==> src/rtl/ser_pkg.sv <==
// Shared types and width helpers for the bit serializer.
// Latency: n/a (package).
// Backpressure: n/a (package).
`timescale 1ns/1ps
package ser_pkg;

    typedef enum logic [1:0] {
        S_IDLE   = 2'd0,
        S_SHIFT  = 2'd1,
        S_PARITY = 2'd2
    } ser_state_t;

    // Must hold the values 0..width.
    function automatic int bit_cnt_w(input int width);
        return $clog2(width + 1);
    endfunction

    function automatic int div_cnt_w(input int clk_div);
        return (clk_div <= 2) ? 1 : $clog2(clk_div);
    endfunction

endpackage

==> src/rtl/bit_tick_gen.sv <==
// Bit-period timer: bit_stb on the first clk of a period, period_end on the last.
// Latency: strobes are combinational from the counter; the counter restarts the clk after clr.
// Backpressure: none; it only counts while en is high.
`timescale 1ns/1ps
module bit_tick_gen
    import ser_pkg::*;
#(
    parameter int CLK_DIV = 1
) (
    input  logic clk,
    input  logic rst,
    input  logic en,
    input  logic clr,
    output logic bit_stb,
    output logic period_end
);

    localparam int DW = div_cnt_w(CLK_DIV);

    logic [DW-1:0] div_cnt_q;
    logic [DW-1:0] div_cnt_d;

    assign bit_stb    = en && (div_cnt_q == '0);
    assign period_end = en && (div_cnt_q == DW'(CLK_DIV - 1));

    always_comb begin
        div_cnt_d = div_cnt_q;
        if (clr || period_end || !en) begin
            div_cnt_d = '0;
        end else begin
            div_cnt_d = div_cnt_q + DW'(1);
        end
    end

    always_ff @(posedge clk) begin
        if (rst) begin
            div_cnt_q <= '0;
        end else begin
            div_cnt_q <= div_cnt_d;
        end
    end

endmodule

==> src/rtl/bit_serializer.sv <==
// Word-to-serial shifter (MSB first) with a one-word holding buffer; SER_PARITY_EN adds an even-parity bit.
// Latency: first bit on ser_out 1 clk after the transfer; buffered words follow with zero gap.
// Backpressure: in_ready drops while the holding buffer is full.
`timescale 1ns/1ps
module bit_serializer
    import ser_pkg::*;
#(
    parameter int WIDTH   = 8,
    parameter int CLK_DIV = 1
) (
    input  logic             clk,
    input  logic             rst,
    input  logic [WIDTH-1:0] in_data,
    input  logic             in_valid,
    output logic             in_ready,
    output logic             ser_out,
    output logic             ser_valid,
    output logic             bit_stb,
    output logic             word_done,
    output logic             busy
);

    localparam int BCW = bit_cnt_w(WIDTH);
    localparam logic [BCW-1:0] LAST_BIT = BCW'(WIDTH - 1);

    ser_state_t       state_q, state_d;
    logic [WIDTH-1:0] shift_q, shift_d;
    logic [WIDTH-1:0] hold_q, hold_d;
    logic             hold_full_q, hold_full_d;
    logic [BCW-1:0]   bit_cnt_q, bit_cnt_d;
    logic             par_q, par_d;

    logic xfer, load, tick_stb, period_end, last_data, frame_end, active;

    assign active    = (state_q != S_IDLE);
    assign in_ready  = !hold_full_q && !rst;
    assign xfer      = in_valid && in_ready;
    assign last_data = (state_q == S_SHIFT) && period_end && (bit_cnt_q == LAST_BIT);
`ifdef SER_PARITY_EN
    assign frame_end = (state_q == S_PARITY) && period_end;
`else
    assign frame_end = last_data;
`endif

    bit_tick_gen #(.CLK_DIV(CLK_DIV)) u_tick (
        .clk        (clk),
        .rst        (rst),
        .en         (active),
        .clr        (load),
        .bit_stb    (tick_stb),
        .period_end (period_end)
    );

    always_comb begin
        state_d     = state_q;
        shift_d     = shift_q;
        hold_d      = hold_q;
        hold_full_d = hold_full_q;
        bit_cnt_d   = bit_cnt_q;
        par_d       = par_q;
        load        = 1'b0;

        case (state_q)
            S_IDLE: begin
                if (xfer) begin
                    state_d   = S_SHIFT;
                    shift_d   = in_data;
                    par_d     = ^in_data;
                    bit_cnt_d = '0;
                    load      = 1'b1;
                end
            end
            S_SHIFT: begin
                if (period_end && !last_data) begin
                    shift_d   = {shift_q[WIDTH-2:0], 1'b0};
                    bit_cnt_d = bit_cnt_q + BCW'(1);
                end
`ifdef SER_PARITY_EN
                if (last_data) begin
                    state_d   = S_PARITY;
                    bit_cnt_d = '0;
                end
`endif
            end
            S_PARITY: begin
            end
            default: state_d = S_IDLE;
        endcase

        // Frame end: buffered word first, else a word arriving this very cycle, else idle.
        if (frame_end) begin
            bit_cnt_d = '0;
            if (hold_full_q) begin
                state_d     = S_SHIFT;
                shift_d     = hold_q;
                par_d       = ^hold_q;
                hold_full_d = 1'b0;
                load        = 1'b1;
            end else if (xfer) begin
                state_d = S_SHIFT;
                shift_d = in_data;
                par_d   = ^in_data;
                load    = 1'b1;
            end else begin
                state_d = S_IDLE;
            end
        end

        if (xfer && active && !frame_end) begin
            hold_d      = in_data;
            hold_full_d = 1'b1;
        end
    end

    always_ff @(posedge clk) begin
        if (rst) begin
            state_q     <= S_IDLE;
            shift_q     <= '0;
            hold_q      <= '0;
            hold_full_q <= 1'b0;
            bit_cnt_q   <= '0;
            par_q       <= 1'b0;
        end else begin
            state_q     <= state_d;
            shift_q     <= shift_d;
            hold_q      <= hold_d;
            hold_full_q <= hold_full_d;
            bit_cnt_q   <= bit_cnt_d;
            par_q       <= par_d;
        end
    end

    always_comb begin
        ser_out = 1'b0;
        case (state_q)
            S_SHIFT:  ser_out = shift_q[WIDTH-1];
            S_PARITY: ser_out = par_q;
            default:  ser_out = 1'b0;
        endcase
        if (rst) begin
            ser_out = 1'b0;
        end
    end

    assign ser_valid = active && !rst;
    assign bit_stb   = tick_stb && !rst;
    assign word_done = frame_end && !rst;
    assign busy      = (active || hold_full_q) && !rst;

endmodule

==> config.mk <==
export PLATFORM = sky130hd
export DESIGN_NAME = bit_serializer
export DESIGN_NICKNAME = d
export VERILOG_FILES = /design/src/rtl/ser_pkg.sv /design/src/rtl/bit_tick_gen.sv /design/src/rtl/bit_serializer.sv
export SDC_FILE = /design/constraint.sdc
export NUM_CORES = 1
export LEC_CHECK = 0
export CAP_MARGIN = 10
export CORE_MARGIN = 2
export CORE_UTILIZATION = 55
export DETAILED_ROUTE_END_ITERATION = 7
export GPL_TIMING_DRIVEN = 0
export PLACE_DENSITY = 0.8
export SYNTH_ARGS = -nofsm -noshare
export SYNTH_HDL_FRONTEND = slang
export SYNTH_SLANG_ARGS = --single-unit
==> constraint.sdc <==
create_clock -name clk -period 2.18 [get_ports clk]
set_clock_uncertainty 0.2 [all_clocks]
set_input_delay 0.436 -clock clk [delete_from_list [all_inputs] [get_ports clk]]
set_output_delay 0.436 -clock clk [all_outputs]
set_load 0.01 [all_outputs]
==> results of run 1 <==
==> cells in the final DEF (no fill, tap or decap), types with 2 or more instances in the layout <==
cell	instances
sky130_fd_sc_hd__a21oi_1	12
sky130_fd_sc_hd__a22oi_1	14
sky130_fd_sc_hd__a311oi_1	2
sky130_fd_sc_hd__a32oi_1	7
sky130_fd_sc_hd__buf_4	5
sky130_fd_sc_hd__buf_6	2
sky130_fd_sc_hd__clkbuf_1	2
sky130_fd_sc_hd__clkbuf_4	5
sky130_fd_sc_hd__clkdlybuf4s50_1	9
sky130_fd_sc_hd__dfxtp_1	21
sky130_fd_sc_hd__dlygate4sd2_1	6
sky130_fd_sc_hd__inv_1	9
sky130_fd_sc_hd__mux2i_1	17
sky130_fd_sc_hd__nand2b_1	9
sky130_fd_sc_hd__nand3_1	3
sky130_fd_sc_hd__nor2_1	27
sky130_fd_sc_hd__nor2b_1	2
sky130_fd_sc_hd__o22ai_1	8
sky130_fd_sc_hd__or2b_1	2
==> kinds of logic (layout without fill, tap and decap cells) <==
family / after synthesis / count (layout) / synth area share [%]
XOR/XNOR: 1 / 1 / 0.600
adder cells (fa/ha/maj): 1 / 1 / 0.857
other: 1 / 1 / 0.257
flip-flops: 23 / 23 / 31.6
buffers and inverters: 20 / 42 / 7.46
AND/OR/NAND/NOR: 56 / 56 / 22.4
multiplexers: 18 / 18 / 12.4
AO/OA/AOI/OAI: 50 / 50 / 24.4
==> through the flow <==
step / util [%] / power (mW) / hold WS, ns / TNS, ns
final: 69.9 / 0.892 / 0.323 / 0
after global placement: 66.3 / 0.684 / 0.277 / -3.02
after global routing: 69.9 / 0.947 / 0.335 / 0
after detailed placement: 66.3 / 0.692 / 0.316 / -3.52
after floorplan: - / 0.623 / 0.263 / 0
after CTS: 69.6 / 0.899 / 0.317 / 0
==> final timing paths <==
check,depth (start not counted),slack [ns],from,to
setup reg to reg,6,0.21,bit_cnt_q[0],shift_q[7]
hold / removal,1,0.32,bit_cnt_q[0],bit_cnt_q[0]
hold reg to reg,1,0.32,bit_cnt_q[0],bit_cnt_q[0]
setup / recovery,5,0.1,rst,busy
==> per-layer routing <==
layer	vias up	GRT usage [%]	share of wire [%]
met4	0	9.41	1.7
met3	10	3.04	6.3
met1	640	32.8	43
li1	665	-	-
met5	-	0	0
met2	60	42.9	49
==> worst max-delay path, stage by stage <==
cell	delay, ns
sky130_fd_sc_hd__dlygate4sd2_1	0.28
sky130_fd_sc_hd__buf_6	0.17
sky130_fd_sc_hd__clkbuf_8	0.17
sky130_fd_sc_hd__nor2_1	0.11
sky130_fd_sc_hd__dlygate4sd2_1	0.28
==> cell type report <==
type                    instances  area, sq um  area share, %
multi-input cells             127          915           52.3
flip-flops and latches         23          465           26.6
repair buffers                 18          168           9.59
plain buffers                  11          103           5.87
well taps                      30         37.5           2.15
inverters                       9         33.8           1.93
clock buffers                   4         26.3           1.50
==> power breakdown <==
| group | internal (mW) | total (mW) | leakage, nW | switching [mW] |
|---|---|---|---|---|
| logic | 0.111 | 0.233 | 0.529 | 0.122 |
| registers | 0.443 | 0.460 | 0.189 | 0.0171 |
| clock network | 0.0715 | 0.199 | 0.0150 | 0.128 |
| total | 0.625 | 0.892 | 0.733 | 0.267 |
==> state kept, by name, summed over array words and instances (netlist names) <==
register and cells:
u_tick.div_cnt_q 1, shift_q 8, state_q 1, hold_q 8
hold_full_q 1, bit_cnt_q 4
==> timing repair <==
action / 4_1_cts / 5_1_grt
setup endpoints to repair: 6 / 2
buffers inserted: 2 / 0
gates resized for setup: 23 / 6
pin swaps: 1 / 0
==> reports/results.ini, run 1 <==
[run_status]
status = finished, final reports clean

[synthesis]
syn-instance-count = 170
netlist_top_cells_area = sky130_fd_sc_hd__dfxtp_1 (32%), sky130_fd_sc_hd__mux2i_1 (12%), sky130_fd_sc_hd__a22oi_1 (7.2%)
synth_commonest_cells = sky130_fd_sc_hd__nor2_1 (28), sky130_fd_sc_hd__dfxtp_1 (23), sky130_fd_sc_hd__mux2i_1 (17)
syn_area_sq_um = 1460
dominant_register_cell_in_the_synthesized_netlist = sky130_fd_sc_hd__dfxtp_1
yosysSeqAreaShare_pct = 31.6
yosysUniqueCellTypes = 39
synth_edf_count = 0
synth-async-reset-ratio_pct = 0
postSynthAreaPerCell_sq_um = 8.58
synth.most_common_cell = sky130_fd_sc_hd__nor2_1
synth_warnings = 0
netlist.top_cell.by_area = sky130_fd_sc_hd__dfxtp_1
postSynthRegisterBits = 23
synthesis.nets = 182
synth_top_area_share_pct = 31.6

[critical_path]
critical_path.startpoint_type = input port
worst_setup_path_end_kind = primary output
cp.arrival_ns = 1.44
crit_type = in -> out
crit_required_ns = 1.54
worst-path-max-fanout = 10

[floorplanning]
rows = 18
start_util_pct = 58.4
dieHeight_um = 55.5
die_area_sq_um = 3080
floorplan.die.width_um = 55.5
core_region_area_sq_um = 2500
io_pins = 17

[clock_network]
cts_hold_buf = 0
clock_tree.buffer_depth = 2
cts_buffers = 3
tritoncts_clock_tree = done
worst_setup_hold_path_clk_slew_ns = 0.12
clkLatencyLatePin_ns = 0.31
clock-sinks = 23
clockRootBuffer = sky130_fd_sc_hd__clkbuf_4
htreeDepth = 1

[global_routing]
grt_start_max_net_pins = 13
antenna_violations_before_repair = 0
wire_length_of_the_first_global_routing_pass_um = 6220
grt_overflow_total = 0
grt_pass1_vias = 1338
globalRouteTotalUtil_pct = 25.3

[timing]
fmax_mhz = 481
relSlewSlack_pct = 65.7
min_period_ns = 2.08
postLayoutSetupSlackWorst_ns = 0.0996
timing_worst_slew_pin_value_ns = 0.511
maxSlewViolCount = 0
setup_failing_eps_final = 0
final_hold_viol_count = 0
final_min_period_over_clock_period_pct = 95.4
rsz0062_at_grt = false

[flow_run]
max_cap_viol_count = 0

[detailed_routing]
dr.first_iter.drc_count = 48
overall_via_count_from_detail_route = 1375
post_drt_wl_per_cell_um = 16.6
drt_pass1_iterations = 4
drt-total-wl_um = 3690
drt.antenna.violating_nets = 0
viasPerCell = 6.19
drt_drc_violations_left = 0

[layout]
postLayoutCellArea_sq_um = 1750
fin_cells = 222
layout.filler_cells = 209
antennaDiodeCount = 0
post_route_cells_drive_above_1_share_pct = 15.6
layout.nets = 205
synthToLayoutAreaGrowth_pct = 19.8

[placed_design]
dpl_cell_area_sq_um = 1660
hpwlAfterDp_um = 2550
post-place-ws_ns = -0.742
routabilityCongestion = 0.825
port_buffers = 16
placed_cells = 216

[min_path]
hold_path_class = reg -> reg

[power]
max-vdd-ir-drop_uv = 432
total_leakage_power_nw = 0.733
power_density_nw_per_um2 = 510

Power figures use the tool's default switching activity.
==> run 2: changes to the inputs <==
--- a/config.mk
+++ b/config.mk
@@ -10,7 +10,7 @@
 export CORE_UTILIZATION = 55
 export DETAILED_ROUTE_END_ITERATION = 7
 export GPL_TIMING_DRIVEN = 0
-export PLACE_DENSITY = 0.8
+export PLACE_DENSITY = 0.79
 export SYNTH_ARGS = -nofsm -noshare
 export SYNTH_HDL_FRONTEND = slang
 export SYNTH_SLANG_ARGS = --single-unit
==> run 2 against run 1 <==
Utilization shrank 0.20 points. Clock power grew 4%. Via count shrank 0.73%. First-iteration DRC count grew 90%. Global-route usage shrank 2.4 points. Total power grew 0.24%. Non-clock buffer count grew 1. Critical path type unchanged.
==> reports/results.ini, run 2 (synthesized netlist as in run 1, its figures left out) <==
[global_routing]
global_route.usage.met1_pct = 31.0  ; -1.8 points
antenna_violations_before_repair = 0  ; unchanged
globalRouteTotalUtil_pct = 22.9  ; -2.4 points
use_met2_pct = 37.6  ; -5.3 points
top_usage_layer = met2
grt_pass1_vias = 1265  ; -5.5%
globalRouteMet3Util_pct = 2.11  ; -0.94 points
grt_overflow_total = 0  ; unchanged
grt_start_max_net_pins = 14  ; +1
wire_length_of_the_first_global_routing_pass_um = 5660  ; -9.0%

[placed_design]
hpwlAfterDp_um = 2390  ; -6.1%
port_buffers = 16  ; unchanged
dpl_cell_area_sq_um = 1660  ; unchanged
routabilityCongestion = 0.806  ; -2.2%
post-place-ws_ns = -0.691  ; +0.0509 ns

[run_status]
status = finished, final reports clean

[layout]
layout.filler_cells = 204  ; -2.4%
mostFrequentLayoutCell = sky130_fd_sc_hd__nor2_1
synthToLayoutAreaGrowth_pct = 19.5
postLayoutCellArea_sq_um = 1740  ; -0.29%
post_route_cells_drive_above_1_share_pct = 16.6  ; +0.96 points
antennaDiodeCount = 0  ; unchanged
layout_top_registers = hold_q (8), shift_q (8), bit_cnt_q (4)
layout.nets = 206  ; +0.49%
final_cell_mix = sky130_fd_sc_hd__nor2_1 (27), sky130_fd_sc_hd__dfxtp_1 (21), sky130_fd_sc_hd__mux2i_1 (17)

[min_path]
hold_path_class = reg -> reg
holdPathEnd = hold_q[0]
worst_hold_startpoint = hold_q[0]
holdPathStages = 2  ; +1

[power]
total_leakage_power_nw = 0.738  ; +0.63%
power.share.clock_pct = 23.0  ; +0.7 points
seq_power_share_pct = 51.3  ; -0.2 points
max-vdd-ir-drop_uv = 339  ; -22%
power.switching_fraction_pct = 30.4  ; +0.49 points
p_total_mw = 0.894  ; +0.24%
internal-power_mw = 0.622  ; -0.46%
power.switching_mw = 0.272  ; +1.9%
power_density_nw_per_um2 = 513  ; +0.52%
combinational_power_share_pct = 25.7  ; -0.5 points

[clock_network]
cts_buffers = 3  ; unchanged
htreeDepth = 1  ; unchanged
clkLatencyLatePin_ns = 0.32  ; about the same
tritoncts_clock_tree = done
clock-sinks = 23  ; unchanged
worst_setup_hold_path_clk_slew_ns = 0.12  ; about the same
clockRootBuffer = sky130_fd_sc_hd__clkbuf_4
clock_tree.buffer_depth = 2  ; unchanged
cts_hold_buf = 0  ; unchanged

[critical_path]
crit_required_ns = 1.54  ; about the same
regToRegEndpoint = shift_q[7]
critical_path.reg2reg.startpoint = bit_cnt_q[0]
reg2regPathDepth = 6  ; unchanged
path_cells = dlygate4sd2_1 > buf_6 > clkbuf_4 > nor2_1 > dlygate4sd2_1
crit_type = in -> out
critical-path-top-cell-by-count = sky130_fd_sc_hd__dlygate4sd2_1
worst_setup_path_end_kind = primary output
cp.arrival_ns = 1.45  ; about the same
max_stage_delay_ns = 0.28  ; about the same
slowest_stage = sky130_fd_sc_hd__dlygate4sd2_1
worst-path-max-fanout = 10  ; unchanged
worst-r2r-setup-slack_ns = 0.24  ; +0.03 ns
critical_path.startpoint_type = input port

[detailed_routing]
drt-total-wl_um = 3480  ; -5.8%
drt_drc_violations_left = 0  ; unchanged
drt_pass1_iterations = 5  ; +1
post_drt_wl_per_cell_um = 15.6  ; -6.2%
overall_via_count_from_detail_route = 1365  ; -0.73%
dr.first_iter.drc_count = 91  ; +90%
viasPerCell = 6.12  ; -1.2%
drt.antenna.violating_nets = 0  ; unchanged

[floorplanning]
die_area_sq_um = 3080  ; unchanged
rows = 18  ; unchanged
dieHeight_um = 55.5  ; unchanged
start_util_pct = 58.4  ; unchanged
io_pins = 17  ; unchanged
core_region_area_sq_um = 2500  ; unchanged
floorplan.die.width_um = 55.5  ; unchanged

[timing]
tns_ns = 0  ; unchanged
timing.hold.ws_ns = 0.317  ; -0.00585 ns
fmax_mhz = 480  ; -0.21%
postLayoutSetupSlackWorst_ns = 0.0952  ; -0.00436 ns
final_min_period_over_clock_period_pct = 95.6  ; +0.20 points
maxSlewViolCount = 0  ; unchanged
relSlewSlack_pct = 65.0  ; -0.71 points
min_period_ns = 2.08  ; +0.00436 ns
timing_worst_slew_pin_value_ns = 0.521  ; +0.0106 ns
rsz0062_at_grt = false
setup_failing_eps_final = 0  ; unchanged
final_hold_viol_count = 0  ; unchanged

[flow_run]
max_cap_viol_count = 0  ; unchanged

## run 2: cell count changes in the layout (fill, tap and decap cells not counted)
cell	delta
sky130_fd_sc_hd__buf_4	+1
sky130_fd_sc_hd__clkbuf_1	-1
sky130_fd_sc_hd__clkbuf_2	+1
sky130_fd_sc_hd__clkbuf_8	-1
sky130_fd_sc_hd__clkinv_2	+1
sky130_fd_sc_hd__nor2_2	+1
sky130_fd_sc_hd__nor2_4	-1
## run 2: how the worst max path moves through the flow
| stage | depth (start not counted) | end | slack [ns] | start |
|---|---|---|---|---|
| 2_1_floorplan | 4 | word_done | 0.39 | rst |
| 3_3_place_gp | 5 | busy | -0.69 | rst |
| 3_5_place_dp | 5 | busy | -0.69 | rst |
| 4_1_cts | 5 | word_done | 0.04 | bit_cnt_q[0] |
| 5_1_grt | 5 | in_ready | 0.009 | rst |
| 6_report | 5 | in_ready | 0.1 | rst |
## run 2: cell type report
class	count	area, sq um	share of cell area, %
timing repair buffer	19	175	10.1
tap	30	37.5	2.15
buffer	11	93.8	5.38
multi-input combinational	127	910	52.2
inverter	9	33.8	1.94
clock inverter	1	5.00	0.287
clock buffer	3	22.5	1.29
sequential	23	465	26.7
## run 2: power groups by stage
stage | registers (mW) | logic (mW) | clock network, mW
4_1_cts | 0.458 | 0.227 | 0.214
6_report | 0.459 | 0.230 | 0.206
3_5_place_dp | 0.467 | 0.223 | 0
2_1_floorplan | 0.463 | 0.160 | 0
5_1_grt | 0.461 | 0.254 | 0.227
3_3_place_gp | 0.466 | 0.217 | 0
## run 2: stage by stage
stage	utilization [%]	instances
floorplan	-	170
global placement	66.3	216
detailed placement	66.3	216
CTS	69.2	222
global route	69.7	223
finish	69.7	223
## run 2: routing by layer
metal  share of wire, %  up-vias
met4                1.2        0
met3                7.8        7
met1                 42      626
li1                   -      668
met5                  0        -
met2                 49       64
## run 2: critical path: cells and delay by family
family / cells / cell delay, ns
buffers and inverters: 4 / 0.95
and+or+nand+nor: 1 / 0.05
## run 2: timing repair
item	4_1_cts	5_1_grt
pin swaps	1	0
buffers inserted	2	1
hold endpoints to repair	0	0
gates cloned	0	0
resized for setup	21	4
setup endpoints to repair	6	2
==> run 3: changes to the inputs <==
--- a/config.mk
+++ b/config.mk
@@ -8,6 +8,7 @@
 export CAP_MARGIN = 10
 export CORE_MARGIN = 2
 export CORE_UTILIZATION = 55
+export CTS_CLUSTER_DIAMETER = 100
 export DETAILED_ROUTE_END_ITERATION = 7
 export GPL_TIMING_DRIVEN = 0
 export PLACE_DENSITY = 0.79
==> results of run 3 <==
No change in the layout: final DEF, timing and power equal those of run 2.
